## config.mk

```make
export PLATFORM = sky130hd
export DESIGN_NAME = sample_uart_tx
export DESIGN_NICKNAME = d
export VERILOG_FILES = /design/src/rtl/sample_uart_tx.sv
export SDC_FILE = /design/constraint.sdc
export NUM_CORES = 1
export LEC_CHECK = 0
export ABC_AREA = 1
export CAP_MARGIN = 5
export CORE_MARGIN = 2
export CORE_UTILIZATION = 55
export CTS_BUF_LIST = sky130_fd_sc_hd__clkbuf_8
export CTS_CLUSTER_SIZE = 40
export DETAILED_ROUTE_END_ITERATION = 16
export GPL_TIMING_DRIVEN = 1
export MAX_ROUTING_LAYER = met4
export PLACE_DENSITY = 0.74
export SYNTH_ARGS = -nofsm -noshare
export SYNTH_HDL_FRONTEND = slang
export SYNTH_SLANG_ARGS = --single-unit
```

## constraint.sdc

```tcl
create_clock -name clk -period 2.8 [get_ports clk]
set_input_delay 0.56 -clock clk [delete_from_list [all_inputs] [get_ports clk]]
set_output_delay 0.56 -clock clk [all_outputs]
set_load 0.005 [all_outputs]
```

## src/rtl/sample_uart_tx.sv

```systemverilog
// UART 8N1 transmitter fed by a small FIFO of captured samples (rising-edge valid).
// Optional even parity bit between data and stop when SAMPLE_UART_PARITY_EN is defined.
module sample_uart_tx #(
    parameter int BAUD_DIV = 43,
    parameter int FIFO_AW  = 2
) (
    input  logic               clk,
    input  logic               rst,
    input  logic [7:0]         din,
    input  logic               din_valid,
    output logic               tx,
    output logic               busy,
    output logic [FIFO_AW:0]   fifo_cnt,
    output logic               overflow
);

    localparam logic [2:0] S_IDLE   = 3'd0;
    localparam logic [2:0] S_START  = 3'd1;
    localparam logic [2:0] S_DATA   = 3'd2;
`ifdef SAMPLE_UART_PARITY_EN
    localparam logic [2:0] S_PARITY = 3'd3;
`endif
    localparam logic [2:0] S_STOP   = 3'd4;

    localparam int DEPTH_I = 1 << FIFO_AW;
    localparam logic [FIFO_AW:0] DEPTH     = (FIFO_AW+1)'(DEPTH_I);
    localparam logic [7:0]       BAUD_LAST = 8'(BAUD_DIV - 1);

    logic [7:0]       mem [DEPTH_I];
    logic [FIFO_AW:0] wr_ptr_q, wr_ptr_d;
    logic [FIFO_AW:0] rd_ptr_q, rd_ptr_d;
    logic [2:0]       state_q, state_d;
    logic [7:0]       baud_q, baud_d;
    logic [2:0]       bit_q, bit_d;
    logic [7:0]       sh_q, sh_d;
    logic             tx_q, tx_d;
    logic             valid_d1_q;
    logic             overflow_q, overflow_d;
    logic             wr_req, full, push, pop, baud_last;
    logic [7:0]       head;
`ifdef SAMPLE_UART_PARITY_EN
    logic             par_q, par_d;
`endif

    assign fifo_cnt  = wr_ptr_q - rd_ptr_q;
    assign full      = (fifo_cnt == DEPTH);
    assign wr_req    = din_valid & ~valid_d1_q;
    // Fullness is judged before any same-cycle pop, so a full FIFO drops the write.
    assign push      = wr_req & ~full;
    assign baud_last = (baud_q == BAUD_LAST);
    assign head      = mem[rd_ptr_q[FIFO_AW-1:0]];

    always_comb begin
        state_d    = state_q;
        baud_d     = baud_q;
        bit_d      = bit_q;
        sh_d       = sh_q;
        pop        = 1'b0;
        overflow_d = overflow_q | (wr_req & full);
`ifdef SAMPLE_UART_PARITY_EN
        par_d      = par_q;
`endif
        case (state_q)
            S_IDLE: begin
                if (fifo_cnt != '0) begin
                    pop     = 1'b1;
                    state_d = S_START;
                    baud_d  = 8'd0;
                end
            end
            S_START: begin
                if (baud_last) begin
                    state_d = S_DATA;
                    baud_d  = 8'd0;
                    bit_d   = 3'd0;
                end else begin
                    baud_d = baud_q + 8'd1;
                end
            end
            S_DATA: begin
                if (baud_last) begin
                    baud_d = 8'd0;
                    sh_d   = {1'b0, sh_q[7:1]};
                    if (bit_q == 3'd7) begin
`ifdef SAMPLE_UART_PARITY_EN
                        state_d = S_PARITY;
`else
                        state_d = S_STOP;
`endif
                    end else begin
                        bit_d = bit_q + 3'd1;
                    end
                end else begin
                    baud_d = baud_q + 8'd1;
                end
            end
`ifdef SAMPLE_UART_PARITY_EN
            S_PARITY: begin
                if (baud_last) begin
                    state_d = S_STOP;
                    baud_d  = 8'd0;
                end else begin
                    baud_d = baud_q + 8'd1;
                end
            end
`endif
            S_STOP: begin
                if (baud_last) begin
                    baud_d = 8'd0;
                    // Chain straight into the next start bit when more data is queued.
                    if (fifo_cnt != '0) begin
                        pop     = 1'b1;
                        state_d = S_START;
                    end else begin
                        state_d = S_IDLE;
                    end
                end else begin
                    baud_d = baud_q + 8'd1;
                end
            end
            default: begin
                state_d = S_IDLE;
                baud_d  = 8'd0;
            end
        endcase

        if (pop) begin
            sh_d = head;
`ifdef SAMPLE_UART_PARITY_EN
            par_d = ^head;
`endif
        end

        wr_ptr_d = wr_ptr_q + {{FIFO_AW{1'b0}}, push};
        rd_ptr_d = rd_ptr_q + {{FIFO_AW{1'b0}}, pop};

        // tx is registered, so it is driven from the state being entered.
        case (state_d)
            S_START:  tx_d = 1'b0;
            S_DATA:   tx_d = sh_d[0];
`ifdef SAMPLE_UART_PARITY_EN
            S_PARITY: tx_d = par_d;
`endif
            default:  tx_d = 1'b1;
        endcase
    end

    always_ff @(posedge clk) begin
        if (rst) begin
            wr_ptr_q   <= '0;
            rd_ptr_q   <= '0;
            state_q    <= S_IDLE;
            baud_q     <= 8'd0;
            bit_q      <= 3'd0;
            tx_q       <= 1'b1;
            valid_d1_q <= 1'b0;
            overflow_q <= 1'b0;
        end else begin
            wr_ptr_q   <= wr_ptr_d;
            rd_ptr_q   <= rd_ptr_d;
            state_q    <= state_d;
            baud_q     <= baud_d;
            bit_q      <= bit_d;
            tx_q       <= tx_d;
            valid_d1_q <= din_valid;
            overflow_q <= overflow_d;
        end
    end

    always_ff @(posedge clk) begin
        sh_q <= sh_d;
`ifdef SAMPLE_UART_PARITY_EN
        par_q <= par_d;
`endif
        if (push && !rst) begin
            mem[wr_ptr_q[FIFO_AW-1:0]] <= din;
        end
    end

    assign tx       = tx_q;
    assign busy     = (state_q != S_IDLE);
    assign overflow = overflow_q;

endmodule

```

==> flow_summary_export.csv, run 1 <==
group,metric,value,unit
timing,tightest_slew,0.528,ns
layout,insertedDiodeCount,0,
timing,relSlewSlack,64.8,%
synthesis,synth_edf_count,39,
layout,final_cells,404,
timing,finalSetupViolCount,0,
synthesis,yosysSeqAreaShare,56.4,%
timing,slew_viol_final,0,
setup_path,critical_path_required,2.24,ns
drt,viasPerCell,5.21,
setup_path,cp_max_fo,4,
timing,setup_ws,0.142,ns
timing,skew,0.00777,ns
placed_design,port_buffers,16,
synthesis,synth-async-reset-ratio,0,%
drt,wirelength,5.68,mm
clock_tree,cts-root-buf,"clkbuf_8",
floorplanning,num_rows,26,
setup_path,end_kind,"output pin",
drt,drtIter0Drc,185,
setup_path,cp.arrival,2.10,ns
min_path,hold_path_class,"flop to flop",
layout,layout_common_cells,"nand2_1, edfxtp_1, inv_1, nand3_1, dfxtp_1",
global_route,first_global_vias,2063,
timing,period_needed,2.66,ns
synthesis,syn_area,2930,µm²
power_and_ir_drop,power_leakage,1.32,nW
floorplanning,die_w,76.9,µm
floorplanning,core-area,5110,µm²
clock_tree,insertion_delay,0.34,ns
floorplanning,die_h,76.9,µm
global_route,grt_antenna_before_repair,0,
layout,final_common_cell,"nand2_1",
global_route,grt_max_degree,22,
placed_design,routabilityCongestion,0.847,
drt,vias,2104,
clock_tree,cts_tree,"done",
synthesis,postSynth.topFlopCell,"edfxtp_1",
layout,final_core_util,66.0,%
drt,wl_per_cell,14.1,µm
clock_tree,cts_num_sinks,63,
power_and_ir_drop,vdd_ir_drop_max,0.699,mV
global_route,grt_usage,21.6,%
status,status,"finished, final reports clean",
placed_design,pre_cts_slack,0.458,ns
clock_tree,cts.path.max_buffers,2,
clock_tree,cts_repair_resize_count,0,
synthesis,syn-num-nets,325,
timing,clock.fmax,376,MHz
clock_tree,cts_buffers,9,
drt,drc,0,
flow_run,cap_violations,0,
floorplanning,die_area,5920,µm²
placed_design,dp_cells,388,
synthesis,synth_seq_cells,63,
placed_design,dp_hpwl,3.85,mm
clock_tree,ctsHoldBuffers,0,
floorplanning,start_util,57.3,%
clock_tree,clk_pin_slew,0.07,ns
synthesis,synth_area_per_cell,9.63,µm²
timing,setup_tns,0,ns
global_route,grt_overflow_total,0,
clock_tree,htree_levels,3,
power_and_ir_drop,powerDensity,927,nW/µm²
setup_path,path_class,"flop to output pin",
synthesis,synth_warnings,0,
drt,postRouteAntennaNets,0,
setup_path,setup.worst_path.start_class,"flop",
timing,min_period_over_period,94.9,%
clock_tree,cts_setup_buffers,0,
drt,dr.pass1.iters,6,
layout,area_growth,15.2,%
timing,rsz0062_at_grt,"no",
floorplanning,num_io_pins,17,
layout,fin_nets,350,
synthesis,synth_cell_types,32,
timing,hold_viol,0,
power_and_ir_drop,power,3.12,mW
layout,drive_gt1_share,15.0,%
global_route,grt_pass1_wl,9.53,mm
synthesis,synthCells,304,
## cell usage after synthesis, types with 2 or more instances
cell type,number,share of area [%]
nand2_1,67,8.6
edfxtp_1,39,40
inv_1,34,4.4
nand3_1,29,5.0
dfxtp_1,24,16
nor2_1,20,2.6
a21oi_1,18,3.1
ha_1,9,3.8
a32o_1,6,2.1
nor2_2,6,1.3
nor3_1,6,1.0
o21ai_0,6,1.0
o21ai_2,6,1.8
buf_2,4,0.68
clkbuf_1,3,0.38
inv_2,3,0.38
nand2_2,3,0.64
nand3_2,3,1.0
a21oi_2,2,0.60
buf_6,2,0.77
nand4_1,2,0.43
xnor2_1,2,0.60
## critical path, stage by stage, from the launching register on
cell             delay [ns]
dfxtp_1                0.37
inv_1                  0.09
ha_1                   0.21
fa_1                   0.38
inv_1                  0.07
nand2_1                0.06
nand2_1                0.09
clkdlybuf4s50_1        0.50
## where the power goes
part	internal (mW)	switching, mW	leakage [nW]	total, mW
Combinational	0.437	0.664	0.673	1.10
Clock	0.410	0.371	0.0891	0.781
Sequential	1.18	0.0651	0.556	1.24
Total	2.02	1.10	1.32	3.12
## registers in the layout, indices dropped and copies added (netlist names), 3 cells and up
name,count
rd_ptr_q,3
sh_q,8
mem,32
bit_q,3
state_q,3
wr_ptr_q,3
baud_q,8
## metal layers
layer	share of wire, %	vias to the layer above	GRT usage, %
li1	-	1067	-
met1	48	1001	26.3
met2	49	28	35.4
met3	2.3	8	3.65
met4	1.5	0	9.82
met5	0	-	-
## final timing paths
| kind | cells after the start | start | to | slack [ns] |
|---|---|---|---|---|
| worst max-delay path | 7 | wr_ptr_q[0]$_SDFF_PP0_ | fifo_cnt[2] | 0.14 |
| worst min register to register | 2 | bit_q[1]$_SDFFE_PP0P_ | bit_q[1]$_SDFFE_PP0P_ | 0.47 |
| worst max register to register | 9 | wr_ptr_q[0]$_SDFF_PP0_ | sh_q[4]$_DFFE_PP_ | 0.44 |
| worst min-delay path | 2 | bit_q[1]$_SDFFE_PP0P_ | bit_q[1]$_SDFFE_PP0P_ | 0.47 |
## cell type report
type / count / area (µm²)
Fill cell: 425 / 1740
Tap cell: 70 / 87.6
Clock inverter: 7 / 73.8
Multi-Input combinational cell: 194 / 1070
Clock buffer: 9 / 124
Timing Repair Buffer: 24 / 220
Sequential cell: 63 / 1650
Inverter: 37 / 139
## metrics by stage
stage               instance area [µm²]  hold slack, ns
floorplan                          2930           0.447
global placement                   3170           0.454
detailed placement                 3170           0.463
CTS                                3370           0.475
global route                       3370           0.514
finish                             3370           0.470
## logic make-up after synthesis
logic type / Yosys count / share of synthesized area, %
flops: 63 / 56.4
compound gates: 40 / 9.36
buf+inv: 47 / 6.84
fa+ha+maj: 10 / 4.53
simple gates: 141 / 21.9
xor+xnor: 3 / 0.898
No activity file was read; power rests on OpenSTA's default activity.
==> run 2, diff against run 1 <==
CORE_UTILIZATION = 45   (was 55)
CTS_CLUSTER_DIAMETER = 60   (was not set)
PLACE_DENSITY = not set   (was 0.74)
==> flow_summary_export.csv, run 2 (synthesis gave the netlist of run 1 again) <==
group,metric,value,unit
timing,skew,0.00799,ns
timing,rsz0062_at_grt,"no",
timing,relSlewSlack,61.4,%
layout,area_growth,15.1,%
clock_tree,cts_buffers,9,
layout,largest_reg_flops,32,
timing,setup_ws,0.111,ns
layout,fin_nets,350,
floorplanning,start_util,46.4,%
clock_tree,cts_num_sinks,63,
clock_tree,htree_levels,3,
drt,postRouteAntennaNets,0,
global_route,grt_max_degree,22,
setup_path,critical_path_required,2.24,ns
global_route,grt_usage,17.0,%
power_and_ir_drop,power,3.07,mW
clock_tree,insertion_delay,0.35,ns
floorplanning,core-area,6310,µm²
status,status,"finished, final reports clean",
floorplanning,num_io_pins,17,
min_path,hold_path_class,"flop to flop",
drt,vias,2037,
setup_path,setup.worst_path.start_class,"flop",
layout,layout_common_cells,"nand2_1, edfxtp_1, inv_1, nand3_1, dfxtp_1",
min_path,min-delay-start,"overflow$_SDFF_PP0_",
clock_tree,cts_tree,"done",
clock_tree,cts-root-buf,"clkbuf_8",
drt,dr.pass1.iters,4,
flow_run,cap_violations,0,
layout,final_cells,411,
placed_design,dp_hpwl,3.73,mm
drt,drtIter0Drc,109,
placed_design,routabilityCongestion,0.845,
floorplanning,die_h,84.6,µm
clock_tree,cts.path.max_buffers,2,
setup_path,r2r_start,"wr_ptr_q[0]$_SDFF_PP0_",
timing,hold_viol,0,
timing,clock.fmax,372,MHz
floorplanning,num_rows,29,
setup_path,setup.worst_path.start,"wr_ptr_q[0]$_SDFF_PP0_",
timing,finalSetupViolCount,0,
drt,viasPerCell,4.96,
drt,wirelength,5.34,mm
setup_path,r2r_slack,0.47,ns
layout,final_core_util,53.3,%
clock_tree,cts_repair_resize_count,0,
timing,min_period_over_period,96.0,%
global_route,grt_antenna_before_repair,0,
timing,setup_tns,0,ns
layout,drive_gt1_share,15.3,%
setup_path,cp_max_fo,4,
floorplanning,die_w,84.6,µm
setup_path,path_class,"flop to output pin",
drt,wl_per_cell,13.0,µm
global_route,grt_pass1_wl,9.14,mm
clock_tree,clk_pin_slew,0.07,ns
clock_tree,cts_setup_buffers,0,
layout,final_common_cell,"nand2_1",
placed_design,pre_cts_slack,0.466,ns
timing,slew_viol_final,0,
placed_design,dp_cells,395,
setup_path,end_kind,"output pin",
timing,hold_ws,0.466,ns
timing,period_needed,2.69,ns
placed_design,port_buffers,16,
layout,insertedDiodeCount,0,
power_and_ir_drop,powerDensity,910,nW/µm²
global_route,grt_overflow_total,0,
layout,final_cell_area,3370,µm²
drt,drc,0,
power_and_ir_drop,power_leakage,1.32,nW
clock_tree,ctsHoldBuffers,0,
floorplanning,die_area,7160,µm²
placed_design,dpl_cell_area,3180,µm²
setup_path,cp.arrival,2.13,ns
global_route,first_global_vias,1979,
power_and_ir_drop,vdd_ir_drop_max,0.610,mV
timing,tightest_slew,0.578,ns
-- run 2: final cells by class --
| class | count | area, µm² |
|---|---|---|
| fillers | 587 | 2950 |
| repair buffers | 24 | 220 |
| clock inverters | 7 | 62.6 |
| flip-flops and latches | 63 | 1650 |
| multi-input cells | 194 | 1070 |
| well taps | 77 | 96.3 |
| inverters | 37 | 139 |
| clock buffers | 9 | 124 |
-- run 2: worst paths after layout --
path,to,cells after the start
worst min-delay path,overflow$_SDFF_PP0_,1
worst max register to register,sh_q[2]$_DFFE_PP_,9
worst min register to register,overflow$_SDFF_PP0_,1
worst max-delay path,fifo_cnt[2],7
-- run 2: critical path, cell delays in order (launching register included) --
cell	delay, ns
dfxtp_1	0.38
inv_1	0.09
ha_1	0.21
fa_1	0.39
inv_1	0.06
nand2_1	0.06
nand2_1	0.09
clkdlybuf4s50_1	0.51
-- run 2: power by group --
group / switching (mW) / internal (mW) / total (mW)
Sequential: 0.0618 / 1.18 / 1.24
Combinational: 0.651 / 0.440 / 1.09
Clock: 0.398 / 0.339 / 0.737
Total: 1.11 / 1.96 / 3.07
-- run 2: per-layer routing --
layer	up-vias	part of all wire, %	GRT usage (%)	wire [µm]
li1	1066	-	-	-
met4	0	1.8	7.79	97
met2	32	46	25.2	2450
met5	-	0	-	0
met3	9	3.6	4.13	192
met1	930	49	22.0	2590
